**src/rtl/instr_fetch_unit.sv**
```systemverilog
// -----------------------------------------------------------------------------
// instr_fetch_unit
//
// Instruction-fetch stage: owns the program counter, chooses the next PC from
// branch / jump / stall requests, presents the PC to a combinational
// instruction memory, and tells the IF/ID register when to squash.
// A misaligned redirect parks the unit in FAULT until reset.
//
// Ports
//   Clk              rising-edge clock
//   Rst              asynchronous active-low reset
//   Stall            hold the PC (hazard unit)
//   Branch_taken     EX-stage branch resolved taken (highest priority)
//   Branch_target    branch destination
//   Jump             ID-stage jump decoded
//   Jump_target      jump destination
//   Imem_rdata       instruction word at Imem_addr
//   Imem_addr        current PC
//   PCAdder_out      PC + 4 (wraps modulo 2^32)
//   Instruction_out  Imem_rdata passthrough
//   IFID_flush       squash the instruction latched by IF/ID
//   Fetch_fault      misaligned redirect seen, sticky until reset
//   Fetch_count      delivered-instruction counter (saturating)
//   Stall_count      stall-cycle counter (saturating)
// -----------------------------------------------------------------------------
module instr_fetch_unit #(
  parameter logic [31:0] RESET_PC = 32'h0000_0000
) (
  input  logic        Clk,
  input  logic        Rst,
  input  logic        Stall,
  input  logic        Branch_taken,
  input  logic [31:0] Branch_target,
  input  logic        Jump,
  input  logic [31:0] Jump_target,
  input  logic [31:0] Imem_rdata,
  output logic [31:0] Imem_addr,
  output logic [31:0] PCAdder_out,
  output logic [31:0] Instruction_out,
  output logic        IFID_flush,
  output logic        Fetch_fault,
  output logic [15:0] Fetch_count,
  output logic [15:0] Stall_count
);

  typedef enum logic [1:0] {
    BOOT  = 2'd0,
    RUN   = 2'd1,
    FAULT = 2'd2
  } state_t;

  state_t      state_q, state_d;
  logic [31:0] pc_q, pc_d;
  logic [15:0] fetch_cnt_q, fetch_cnt_d;
  logic [15:0] stall_cnt_q, stall_cnt_d;
  logic        fault_q;

  logic        redirect;
  logic [31:0] redirect_tgt;
  logic [31:0] pc_plus4;

  function automatic logic [15:0] sat_inc(input logic [15:0] v);
    return (v == 16'hFFFF) ? v : v + 16'd1;
  endfunction

  assign pc_plus4     = pc_q + 32'd4;
  // Branch resolves later in the pipe than a jump, so it wins.
  assign redirect     = Branch_taken | Jump;
  assign redirect_tgt = Branch_taken ? Branch_target : Jump_target;

  always_comb begin
    state_d     = state_q;
    pc_d        = pc_q;
    fetch_cnt_d = fetch_cnt_q;
    stall_cnt_d = stall_cnt_q;
    IFID_flush  = 1'b0;
    unique case (state_q)
      BOOT: begin
        IFID_flush = 1'b1;
        state_d    = RUN;
      end
      RUN: begin
        if (redirect) begin
          // Any redirect squashes the wrong-path fetch and overrides Stall.
          IFID_flush = 1'b1;
          if (redirect_tgt[1:0] != 2'b00) begin
            state_d = FAULT;
          end else begin
            pc_d = redirect_tgt;
          end
        end else if (Stall) begin
          stall_cnt_d = sat_inc(stall_cnt_q);
        end else begin
          pc_d        = pc_plus4;
          fetch_cnt_d = sat_inc(fetch_cnt_q);
        end
      end
      FAULT: begin
        IFID_flush = 1'b1;
      end
      default: begin
        IFID_flush = 1'b1;
        state_d    = FAULT;
      end
    endcase
  end

  always_ff @(posedge Clk or negedge Rst) begin
    if (!Rst) begin
      state_q     <= BOOT;
      pc_q        <= RESET_PC;
      fetch_cnt_q <= 16'd0;
      stall_cnt_q <= 16'd0;
      fault_q     <= 1'b0;
    end else begin
      state_q     <= state_d;
      pc_q        <= pc_d;
      fetch_cnt_q <= fetch_cnt_d;
      stall_cnt_q <= stall_cnt_d;
      // Tracks the FAULT state one-for-one, but comes straight from a flop.
      fault_q     <= (state_d == FAULT);
    end
  end

  assign Imem_addr       = pc_q;
  assign PCAdder_out     = pc_plus4;
  assign Instruction_out = Imem_rdata;
  assign Fetch_fault     = fault_q;
  assign Fetch_count     = fetch_cnt_q;
  assign Stall_count     = stall_cnt_q;

endmodule

```
**config.mk**
```make
export PLATFORM = sky130hd
export DESIGN_NAME = instr_fetch_unit
export DESIGN_NICKNAME = d
export VERILOG_FILES = /design/src/rtl/instr_fetch_unit.sv
export SDC_FILE = /design/constraint.sdc
export NUM_CORES = 1
export LEC_CHECK = 0
export BUFFER_PORTS_ARGS = -buffer_cell sky130_fd_sc_hd__buf_2
export CAP_MARGIN = 15
export CORE_MARGIN = 5
export CORE_UTILIZATION = 25
export CTS_BUF_LIST = sky130_fd_sc_hd__clkbuf_16
export CTS_CLUSTER_DIAMETER = 120
export DETAILED_ROUTE_END_ITERATION = 10
export HOLD_SLACK_MARGIN = 0.02
export MAX_ROUTING_LAYER = met4
export PLACE_DENSITY = 0.6
export SYNTH_ARGS = -nofsm -noshare
export SYNTH_HDL_FRONTEND = slang
export SYNTH_SLANG_ARGS = --single-unit
```
**constraint.sdc**
```tcl
create_clock -name Clk -period 3.2 [get_ports Clk]
set_clock_uncertainty 0.1 [all_clocks]
set_input_delay 0.32 -clock Clk [delete_from_list [all_inputs] [get_ports Clk]]
set_output_delay 0.32 -clock Clk [all_outputs]
set_load 0.01 [all_outputs]
```
# Yosys cells after proc, flatten, opt, wreduce, memory -nomap -nowiden
# Cells that the tools add are included.
# totals
ff_bits,67
out_inout_bits,130
word_cells,34
# op_classes
addsub,3
n_eq_ne,7
mux,9
bitwise,5
n_reduce_logical,5
# ops
operator,count
32-bit 2-to-1 mux,4
"16-bit by 1-bit adder with 16-bit output, second input constant",2
"32-bit by 3-bit adder with 32-bit output, second input constant",1
"16-bit equality test, second input constant",2
4-bit AND reduction,2
2-bit case mux with 3 select lines,1
"2-bit equality test, second input constant",2
2-bit 2-to-1 mux,2
1-bit inverter,4
3-bit AND reduction,1
"2-bit by 1-bit equality test with 1-bit output, second input constant",1
2-bit logical NOT,1
1-bit 2-to-1 mux,2
"2-bit by 1-bit inequality test with 1-bit output, second input constant",1
"2-bit inequality test, second input constant",1
2-bit nonzero test,1
1-bit OR,1

# Depth between registers and ports, before layout
# Gate-level depths: netlist (run 1).
# logic_depth
depth_word,6
depth_mapped,7
ltp_nobuf,5

# Worst setup path after synthesis (run 1)
# Ideal clock, no wire load.
# synth_path
path_kind,reg-to-output
startpoint,register pc_q[8] (netlist: Imem_addr[8])
endpoint,output PCAdder_out[25]
arrival_time_ps,1988
required_time_ps,2780
slack_ps,792
path_stages_with_launch,7
path_buffers,2
path_cell_list,dfrtp_1 -> buf_2 -> nand3_2 -> or4_1 -> buf_2 -> or3_4 -> xnor2_1
# synth_via
elab_chain_cells,1
# synth_lines
item,line,text
"start, declared",53,"logic [31:0] pc_q, pc_d;"
"start signal, assigned",117,pc_q <= pc_d;
32-bit by 3-bit adder with 32-bit output,66,assign pc_plus4 = pc_q + 32'd4;
"end, declared",38,"output logic [31:0] PCAdder_out,"
# No other way between the ends.

# Worst setup path after layout (run 1)
# Ends and elaborated chain as after synthesis.

==> report_table.html, run 1 <==
<table>
<tr><th>Metric</th><th>Value</th></tr>
<tr><th colspan="2">Die</th></tr>
<tr><td>Starting Density</td><td>25.34%</td></tr>
<tr><td>Horiz. Die Dim</td><td>147.5 um</td></tr>
<tr><td>Number of placed I/O pins</td><td>231</td></tr>
<tr><td>Area of the core</td><td>0.01864 mm2</td></tr>
<tr><td>Height of the chip</td><td>147.5 um</td></tr>
<tr><td>Total Die Area</td><td>0.02175 mm2</td></tr>
<tr><td># rows</td><td>50</td></tr>
<tr><th colspan="2">Clocking</th></tr>
<tr><td>TritonCTS clock tree</td><td>yes</td></tr>
<tr><td>Clock insertion delay at the later pin of the skew report</td><td>0.34 ns</td></tr>
<tr><td>CTS root buf</td><td>clkbuf_16</td></tr>
<tr><td>Num CTS Buffers</td><td>9</td></tr>
<tr><td>Maximum clock insertion buffer count</td><td>2</td></tr>
<tr><td>Number of setup buffers added after CTS</td><td>0</td></tr>
<tr><td>H-tree level count</td><td>3</td></tr>
<tr><td>Sinks on the clock net</td><td>67</td></tr>
<tr><td>Clock edge transition at the registers on the reported setup and hold paths</td><td>0.06 ns</td></tr>
<tr><td>Post-cts gate resize count</td><td>0</td></tr>
<tr><td>Hold_buf cts</td><td>0</td></tr>
<tr><th colspan="2">Logic synthesis</th></tr>
<tr><td>Mapped cell area</td><td>0.004725 mm2</td></tr>
<tr><td>Most instantiated flip-flop cell in the synthesis netlist</td><td>dfrtp_1</td></tr>
<tr><td>Number of synthesized flops with an enable pin</td><td>0</td></tr>
<tr><td>Share of synthesized area occupied by flip-flops and latches</td><td>35.49%</td></tr>
<tr><td>Post-Syn Nets</td><td>645</td></tr>
<tr><td>Number of instances in the synthesized netlist</td><td>541</td></tr>
<tr><td>Fraction of synthesis flops using an asynchronous set or reset pin</td><td>100.0%</td></tr>
<tr><td>Synthesis-stage register bit count</td><td>67</td></tr>
<tr><td>Number of distinct library cell variants in the gate-level netlist after synthesis</td><td>58</td></tr>
<tr><td>Yosys Warn Count</td><td>0</td></tr>
<tr><td>Synthesized area per cell</td><td>8.733 um2</td></tr>
<tr><th colspan="2">Timing</th></tr>
<tr><td>Slew of the pin with the lowest slew margin</td><td>0.9117 ns</td></tr>
<tr><td>Tmin final</td><td>2.984 ns</td></tr>
<tr><td>Setup slack of the critical path after layout</td><td>0.2158 ns</td></tr>
<tr><td>Setup repair after global routing missed its margin</td><td>no</td></tr>
<tr><td>Number of max-slew violations in the final report</td><td>0</td></tr>
<tr><td>Final cycle utilization of the critical path</td><td>93.26%</td></tr>
<tr><td>Number of hold violations in the final report</td><td>1</td></tr>
<tr><td>Endpoints failing setup</td><td>0</td></tr>
<tr><td>Worst Hold Margin</td><td>-0.001412 ns</td></tr>
<tr><td>Peak clock frequency supported by timing</td><td>0.3351 GHz</td></tr>
<tr><td>Slew Limit Headroom</td><td>39.22%</td></tr>
<tr><td>Aggregate negative setup slack</td><td>0 ns</td></tr>
<tr><th colspan="2">Flow run</th></tr>
<tr><td>Total of max-cap violations</td><td>0</td></tr>
<tr><th colspan="2">Critical path</th></tr>
<tr><td>Number of buffers and inverters on the critical path</td><td>1</td></tr>
<tr><td>Cell count of the worst reg-to-reg path</td><td>4</td></tr>
<tr><td>CP top delay family</td><td>simple AND/OR/NAND/NOR gates</td></tr>
<tr><td>Cell with the largest stage delay on the worst path</td><td>or4_1</td></tr>
<tr><td>Flop2flop setup slack</td><td>0.92 ns</td></tr>
<tr><td>CP Launch Type</td><td>register</td></tr>
<tr><td>Crit-path max cell delay</td><td>0.75 ns</td></tr>
<tr><td>Kind of end point of the critical path</td><td>output pin</td></tr>
<tr><td>Reg2Reg Capture Point</td><td>Imem_addr[25]</td></tr>
<tr><td>Cell-by-cell listing of the critical path</td><td>nand3_2 &gt; or4_1 &gt; or3_4 &gt; xnor2_1 &gt; buf_2</td></tr>
<tr><td>Required @ worst endpoint</td><td>2.78 ns</td></tr>
<tr><td>Data arrival at the endpoint of the critical path</td><td>2.56 ns</td></tr>
<tr><td>Reg-to-reg critical path startpoint</td><td>Imem_addr[8]</td></tr>
<tr><td>Max Fanout on Critical Path</td><td>10</td></tr>
<tr><td>Crit. Startpoint</td><td>Imem_addr[8]</td></tr>
<tr><td>Critical setup path kind</td><td>register to output pin</td></tr>
<tr><th colspan="2">Placement</th></tr>
<tr><td>Post-detailed-placement cell area</td><td>0.005573 mm2</td></tr>
<tr><td>Number of buffer cells added on primary ports</td><td>166</td></tr>
<tr><td>Setup WS pre-CTS</td><td>0.5881 ns</td></tr>
<tr><td>Weighted congestion at the end of routability-driven global placement</td><td>0.8322</td></tr>
<tr><td>HPWL after DPL</td><td>11.80 mm</td></tr>
<tr><th colspan="2">Global route</th></tr>
<tr><td>Grt ovf</td><td>0</td></tr>
<tr><td>GRT Util Overall</td><td>14.74%</td></tr>
<tr><td>Initial antenna violation count</td><td>1</td></tr>
<tr><td>First-pass GRT wire length</td><td>25.03 mm</td></tr>
<tr><td>Number of global-route vias before repair</td><td>4515</td></tr>
<tr><td>Largest net degree at the start of global routing</td><td>68</td></tr>
<tr><th colspan="2">Drt</th></tr>
<tr><td>Vias after detailed routing</td><td>4511</td></tr>
<tr><td>Number of routed nets with antenna violations</td><td>0</td></tr>
<tr><td>Routed Wire Length</td><td>15.61 mm</td></tr>
<tr><td>Final routed DRC violation total</td><td>0</td></tr>
<tr><td>Vias per Instance</td><td>5.001</td></tr>
<tr><td>DRT Pass-1 Iters</td><td>4</td></tr>
<tr><td>Detailed router's first-iteration violation count</td><td>243</td></tr>
<tr><td>Average wire length per cell after detail routing</td><td>17.30 um</td></tr>
<tr><th colspan="2">Layout</th></tr>
<tr><td>Leading cell type in the layout, fill and taps excluded</td><td>buf_2</td></tr>
<tr><td>Fraction of layout cells with a size suffix above 1</td><td>32.68%</td></tr>
<tr><td>Area delta synth-&gt;final</td><td>24.87%</td></tr>
<tr><td>Post-layout nets</td><td>766</td></tr>
<tr><td>Most frequent cells in the layout</td><td>buf_2 (165), dfrtp_1 (67), nand2_1 (43), xor2_1 (32), nor2_1 (30)</td></tr>
<tr><td>Total non-filler cell area in the finished layout</td><td>0.005899 mm2</td></tr>
<tr><th colspan="2">Pwr</th></tr>
<tr><td>Worst IR Drop VDD</td><td>253.4 uV</td></tr>
<tr><td>Sum of internal, switching and leakage power</td><td>0.003305 W</td></tr>
<tr><td>Leakage dissipation</td><td>2.685 nW</td></tr>
<tr><td>Total power divided by cell area</td><td>560.2 mW/mm2</td></tr>
<tr><th colspan="2">Hold path</th></tr>
<tr><td>Type of the worst min-delay path</td><td>primary input to asynchronous set/reset pin</td></tr>
<tr><th colspan="2">Outcome</th></tr>
<tr><td>Result of the run</td><td>finished, violations left</td></tr>
<tr><td>Failing checks</td><td>negative hold slack</td></tr>
</table>
==> power by group <==
group / leakage (nW) / total [W] / internal [W] / switching (W)
clock network: 0.158 / 0.00111 / 0.000689 / 0.000418
logic: 1.70 / 0.000996 / 0.000432 / 0.000564
registers: 0.829 / 0.00120 / 0.000972 / 0.000230
total: 2.69 / 0.00330 / 0.00209 / 0.00121
==> worst reg2reg max path: cells and delay by family, from the launching register on <==
family           cells  cell delay, ns
flip-flops           1            0.48
AND/OR/NAND/NOR      3            1.43
AO/OA/AOI/OAI        1            0.17
==> cells by family (layout without fill, tap and decap cells) <==
kind of cell	Yosys count	count (layout)	share of synthesized area, %
DFF	67	67	35.49
adders and majority gates	3	3	0.7946
other	0	1	0
AOI/OAI and AO/OA	119	119	17.90
and+or+nand+nor	204	204	23.68
buffers and inverters	82	208	9.401
xor gates and xnor gates	53	53	9.825
muxes	13	13	2.913
==> worst max-delay path by stage <==
stage	endpoint	slack (ns)	cells past startpoint
after global routing	PCAdder_out[25]	0.03	5
after floorplan	PCAdder_out[25]	0.79	6
after global placement	PCAdder_out[25]	0.65	5
after detailed placement	PCAdder_out[23]	0.59	5
final	PCAdder_out[25]	0.22	5
after CTS	PCAdder_out[23]	0.21	5
==> stage by stage <==
stage | util, % | cells
finish | 31.64 | 902
global route | 31.64 | 902
CTS | 31.63 | 901
detailed placement | 29.89 | 885
global placement | 29.89 | 885
floorplan | - | 541
==> final cells by class <==
| cell class | instances | area, um2 |
|---|---|---|
| diodes | 1 | 2.502 |
| clock buffers | 9 | 225.2 |
| inverters | 10 | 37.54 |
| repair buffers | 182 | 953.4 |
| flip-flops and latches | 67 | 1677 |
| fillers | 1979 | 12740 |
| clock inverters | 7 | 98.84 |
| multi-input cells | 392 | 2613 |
| well taps | 234 | 292.8 |
==> metal layers <==
metal	global-route usage [%]	vias up	part of all wire, %
met5	-	-	0
met4	4.986	0	2.0
met3	2.544	21	4.5
met2	23.41	119	47
met1	19.10	2160	46
li1	-	2211	-
==> registers in the layout, indices dropped and copies added (netlist names) <==
signal,flops
state_q,2
Fetch_count,16
Fetch_fault,1
Imem_addr,32
Stall_count,16
==> Yosys cell counts (4+ instances only) <==
| cell type | count | area [um2] |
|---|---|---|
| a21oi_1 | 19 | 95.09 |
| a22o_1 | 12 | 105.1 |
| a22oi_1 | 5 | 37.54 |
| a31oi_1 | 7 | 43.79 |
| and2_1 | 6 | 37.54 |
| and3_1 | 8 | 50.05 |
| and4_1 | 10 | 87.58 |
| buf_1 | 4 | 15.01 |
| buf_2 | 6 | 30.03 |
| buf_4 | 34 | 255.2 |
| clkbuf_1 | 27 | 101.4 |
| dfrtp_1 | 67 | 1677 |
| inv_1 | 10 | 37.54 |
| mux2_2 | 6 | 67.56 |
| mux2i_1 | 7 | 70.07 |
| nand2_1 | 43 | 161.4 |
| nand2b_1 | 5 | 31.28 |
| nand3_1 | 16 | 80.08 |
| nand4_1 | 19 | 118.9 |
| nor2_1 | 30 | 112.6 |
| nor3_1 | 22 | 110.1 |
| nor4_1 | 16 | 100.1 |
| o211ai_1 | 11 | 82.58 |
| o21ai_0 | 24 | 120.1 |
| o2bb2ai_1 | 7 | 61.31 |
| o311ai_0 | 5 | 43.79 |
| or2_2 | 4 | 25.02 |
| or3_1 | 8 | 50.05 |
| xnor2_1 | 21 | 183.9 |
| xor2_1 | 32 | 280.3 |
No activity file was read; power rests on OpenSTA's default activity.
==> run 2, diff against run 1 <==
--- a/config.mk
+++ b/config.mk
@@ -18,3 +18,4 @@
 export SYNTH_ARGS = -nofsm -noshare
 export SYNTH_HDL_FRONTEND = slang
 export SYNTH_SLANG_ARGS = --single-unit
+export TNS_END_PERCENT = 10
==> constraint.sdc (replaced) <==
create_clock -name Clk -period 3.2 [get_ports Clk]
set_clock_uncertainty 0.1 [all_clocks]
set_input_delay 0.16 -clock Clk [delete_from_list [all_inputs] [get_ports Clk]]
set_output_delay 0.16 -clock Clk [all_outputs]
set_load 0.01 [all_outputs]
==> run 2 against run 1 <==
The flow now finishes without violations; clock-buffer cell count unchanged; non-clock buffer count rose by 9; sequential power about the same; global-route usage about the same; wire length up 0.47%.
==> report_table.html, run 2 (synthesized netlist as in run 1, its figures left out) <==
<table>
<tr><th>Metric</th><th>Value</th></tr>
<tr><th colspan="2">Timing</th></tr>
<tr><td>Setup repair after global routing missed its margin</td><td>no</td></tr>
<tr><td>Number of max-slew violations in the final report</td><td>0 (unchanged)</td></tr>
<tr><td>Tmin final</td><td>2.932 ns (-0.05238 ns)</td></tr>
<tr><td>Aggregate negative setup slack</td><td>0 ns (unchanged)</td></tr>
<tr><td>Final cycle utilization of the critical path</td><td>91.62% (-1.6 points)</td></tr>
<tr><td>Slew Limit Headroom</td><td>36.58% (-2.6 points)</td></tr>
<tr><td>Peak clock frequency supported by timing</td><td>0.3411 GHz (+1.8%)</td></tr>
<tr><td>Slew of the pin with the lowest slew margin</td><td>0.9426 ns (+0.03085 ns)</td></tr>
<tr><td>Endpoints failing setup</td><td>0 (unchanged)</td></tr>
<tr><td>Number of hold violations in the final report</td><td>0 (-1)</td></tr>
<tr><td>Worst Hold Margin</td><td>0.03908 ns (+0.04050 ns)</td></tr>
<tr><th colspan="2">Die</th></tr>
<tr><td>Horiz. Die Dim</td><td>147.5 um (unchanged)</td></tr>
<tr><td>Height of the chip</td><td>147.5 um (unchanged)</td></tr>
<tr><td>Total Die Area</td><td>0.02175 mm2 (unchanged)</td></tr>
<tr><td># rows</td><td>50 (unchanged)</td></tr>
<tr><td>Starting Density</td><td>25.34% (unchanged)</td></tr>
<tr><td>Area of the core</td><td>0.01864 mm2 (unchanged)</td></tr>
<tr><td>Number of placed I/O pins</td><td>231 (unchanged)</td></tr>
<tr><th colspan="2">Pwr</th></tr>
<tr><td>Share of total power consumed by net switching</td><td>36.67% (about the same)</td></tr>
<tr><td>Clock power share</td><td>33.8% (+0.3 points)</td></tr>
<tr><td>Register share of total power</td><td>36.6% (+0.2 points)</td></tr>
<tr><td>Leakage dissipation</td><td>2.727 nW (+1.6%)</td></tr>
<tr><td>Worst IR Drop VDD</td><td>222.6 uV (-12%)</td></tr>
<tr><td>Net switching power</td><td>0.001215 W (+0.29%)</td></tr>
<tr><td>Sum of internal, switching and leakage power</td><td>0.003314 W (+0.28%)</td></tr>
<tr><td>Logic pwr share</td><td>29.6% (-0.5 points)</td></tr>
<tr><td>Cell-internal power</td><td>0.002099 W (+0.28%)</td></tr>
<tr><td>Total power divided by cell area</td><td>552.6 mW/mm2 (-1.3%)</td></tr>
<tr><th colspan="2">Clocking</th></tr>
<tr><td>CTS root buf</td><td>clkbuf_16</td></tr>
<tr><td>Clock insertion delay at the later pin of the skew report</td><td>0.34 ns (about the same)</td></tr>
<tr><td>TritonCTS clock tree</td><td>yes</td></tr>
<tr><td>Sinks on the clock net</td><td>67 (unchanged)</td></tr>
<tr><td>Maximum clock insertion buffer count</td><td>2 (unchanged)</td></tr>
<tr><td>H-tree level count</td><td>3 (unchanged)</td></tr>
<tr><td>Num CTS Buffers</td><td>9 (unchanged)</td></tr>
<tr><td>Clock edge transition at the registers on the reported setup and hold paths</td><td>0.06 ns (about the same)</td></tr>
<tr><th colspan="2">Drt</th></tr>
<tr><td>Average wire length per cell after detail routing</td><td>17.21 um (-0.52%)</td></tr>
<tr><td>Vias per Instance</td><td>4.977 (-0.48%)</td></tr>
<tr><td>Routed Wire Length</td><td>15.68 mm (+0.47%)</td></tr>
<tr><td>Detailed router's first-iteration violation count</td><td>332 (+37%)</td></tr>
<tr><td>Number of routed nets with antenna violations</td><td>0 (unchanged)</td></tr>
<tr><td>Final routed DRC violation total</td><td>0 (unchanged)</td></tr>
<tr><td>Vias after detailed routing</td><td>4534 (+0.51%)</td></tr>
<tr><td>DRT Pass-1 Iters</td><td>4 (unchanged)</td></tr>
<tr><th colspan="2">Flow run</th></tr>
<tr><td>Total of max-cap violations</td><td>0 (unchanged)</td></tr>
<tr><th colspan="2">Critical path</th></tr>
<tr><td>Max Fanout on Critical Path</td><td>7 (-3)</td></tr>
<tr><td>Cell-by-cell listing of the critical path</td><td>ha_1 &gt; inv_1 &gt; nor4_1 &gt; nand2_1 &gt; xnor2_1 &gt; buf_2</td></tr>
<tr><td>Reg-to-reg critical path startpoint</td><td>Imem_addr[2]</td></tr>
<tr><td>Reg2Reg Capture Point</td><td>Imem_addr[20]</td></tr>
<tr><td>Required @ worst endpoint</td><td>2.94 ns (+0.16 ns)</td></tr>
<tr><td>Kind of end point of the critical path</td><td>output pin</td></tr>
<tr><td>CP top delay family</td><td>simple AND/OR/NAND/NOR gates</td></tr>
<tr><td>Number of buffers and inverters on the critical path</td><td>2 (+1)</td></tr>
<tr><td>Flop2flop setup slack</td><td>0.69 ns (-0.23 ns)</td></tr>
<tr><td>Data arrival at the endpoint of the critical path</td><td>2.67 ns (+0.11 ns)</td></tr>
<tr><td>Critical setup path kind</td><td>register to output pin</td></tr>
<tr><td>CP Launch Type</td><td>register</td></tr>
<tr><td>Levels on crit path</td><td>6 (+1)</td></tr>
<tr><td>Cell with the largest stage delay on the worst path</td><td>nor4_1</td></tr>
<tr><td>Cell count of the worst reg-to-reg path</td><td>5 (+1)</td></tr>
<tr><td>Crit-path max cell delay</td><td>0.84 ns (+0.09 ns)</td></tr>
<tr><th colspan="2">Layout</th></tr>
<tr><td>Area delta synth-&gt;final</td><td>26.93%</td></tr>
<tr><td>Fraction of layout cells with a size suffix above 1</td><td>32.40% (-0.29 points)</td></tr>
<tr><td>Leading cell type in the layout, fill and taps excluded</td><td>buf_2</td></tr>
<tr><td>Most frequent cells in the layout</td><td>buf_2 (165), dfrtp_1 (67), nand2_1 (43), xor2_1 (32), nor2_1 (30)</td></tr>
<tr><td>Total non-filler cell area in the finished layout</td><td>0.005997 mm2 (+1.7%)</td></tr>
<tr><td>Flip-flop count of the largest register, all copies and words added</td><td>32 (unchanged)</td></tr>
<tr><td>Area used by sequential logic in the layout</td><td>0.001677 mm2 (unchanged)</td></tr>
<tr><td>Non-filler cells in the finished layout</td><td>911 (+1.0%)</td></tr>
<tr><td>Combined area of the multi-input logic cells</td><td>0.002613 mm2 (unchanged)</td></tr>
<tr><td>Post-layout nets</td><td>775 (+1.2%)</td></tr>
<tr><td>Fill cells</td><td>1991 (+0.61%)</td></tr>
<tr><th colspan="2">Placement</th></tr>
<tr><td>Weighted congestion at the end of routability-driven global placement</td><td>0.8129 (-2.3%)</td></tr>
<tr><td>Number of buffer cells added on primary ports</td><td>166 (unchanged)</td></tr>
<tr><td>Placed cells</td><td>885 (unchanged)</td></tr>
<tr><td>Post-detailed-placement cell area</td><td>0.005573 mm2 (unchanged)</td></tr>
<tr><td>HPWL after DPL</td><td>11.82 mm (+0.16%)</td></tr>
<tr><th colspan="2">Global route</th></tr>
<tr><td>First-pass GRT wire length</td><td>24.80 mm (-0.91%)</td></tr>
<tr><td>GRT Util Overall</td><td>14.77% (+0.035 points)</td></tr>
<tr><td>Largest net degree at the start of global routing</td><td>68 (unchanged)</td></tr>
<tr><td>Number of global-route vias before repair</td><td>4509 (-0.13%)</td></tr>
<tr><td>Grt ovf</td><td>0 (unchanged)</td></tr>
<tr><td>Initial antenna violation count</td><td>1 (unchanged)</td></tr>
<tr><th colspan="2">Hold path</th></tr>
<tr><td>Hold path depth</td><td>3</td></tr>
<tr><td>Beginning of the worst hold path</td><td>Jump_target[12]</td></tr>
<tr><td>End point of the most critical hold path</td><td>Imem_addr[12]</td></tr>
<tr><td>Type of the worst min-delay path</td><td>primary input to register</td></tr>
<tr><th colspan="2">Outcome</th></tr>
<tr><td>Result of the run</td><td>complete, no violations</td></tr>
</table>
run 2: cell count changes in the layout (fill, tap and decap cells not counted):
cell	previous run	this run
clkinv_1	1	0
dlygate4sd3_1	0	9
inv_8	0	1
run 2: how the worst max path moves through the flow:
stage / from / end / slack [ns]
floorplan: Imem_addr[8] / PCAdder_out[25] / 0.95
detailed placement: Imem_addr[2] / PCAdder_out[28] / 0.65
CTS: Imem_addr[2] / PCAdder_out[28] / 0.26
finish: Imem_addr[2] / PCAdder_out[20] / 0.27
global route: Imem_addr[2] / PCAdder_out[20] / 0.05
global placement: Imem_addr[2] / PCAdder_out[28] / 0.69
run 2: final cells by class:
class | instances | area share (%)
Clock inverter | 7 | 1.773
Multi-Input combinational cell | 392 | 43.56
Sequential cell | 67 | 27.96
Clock buffer | 9 | 3.755
Antenna cell | 1 | 0.04173
Timing Repair Buffer | 191 | 17.40
Inverter | 10 | 0.6259
Tap cell | 234 | 4.882
run 2: through the flow:
step / worst slack (ns) / utilization, %
floorplan: 0.9517 / -
global placement: 0.6857 / 29.89
detailed placement: 0.6512 / 29.89
CTS: 0.2622 / 32.15
global route: 0.05402 / 32.17
finish: 0.2681 / 32.17
run 2: worst min-delay path, delay by kind of cell:
kind            cells  cell delay (ns)
compound gates      2             0.19
buf+inv             1             0.09
run 2: what timing repair did:
action	CTS	global route
resized for setup	0	0
endpoints found under the hold margin	75	0
setup buffers	0	0
hold buffers	9	0
run 2: power by group through the flow:
| stage | registers, W | logic (W) | clock network [W] |
|---|---|---|---|
| finish | 0.00121 | 0.000980 | 0.00112 |
| global route | 0.00125 | 0.00108 | 0.00120 |
| CTS | 0.00121 | 0.000997 | 0.00116 |
| detailed placement | 0.00123 | 0.000983 | 0 |
| global placement | 0.00121 | 0.000986 | 0 |
| floorplan | 0.00118 | 0.000596 | 0 |
run 2: metal layers:
metal	routed length [um]	vias up	share of wire, %	GRT usage [%]
li1	-	2233	-	-
met1	6975	2134	44	18.63
met2	7496	147	48	23.53
met3	879	20	5.6	3.035
met4	327	0	2.1	5.405
met5	0	-	0	-
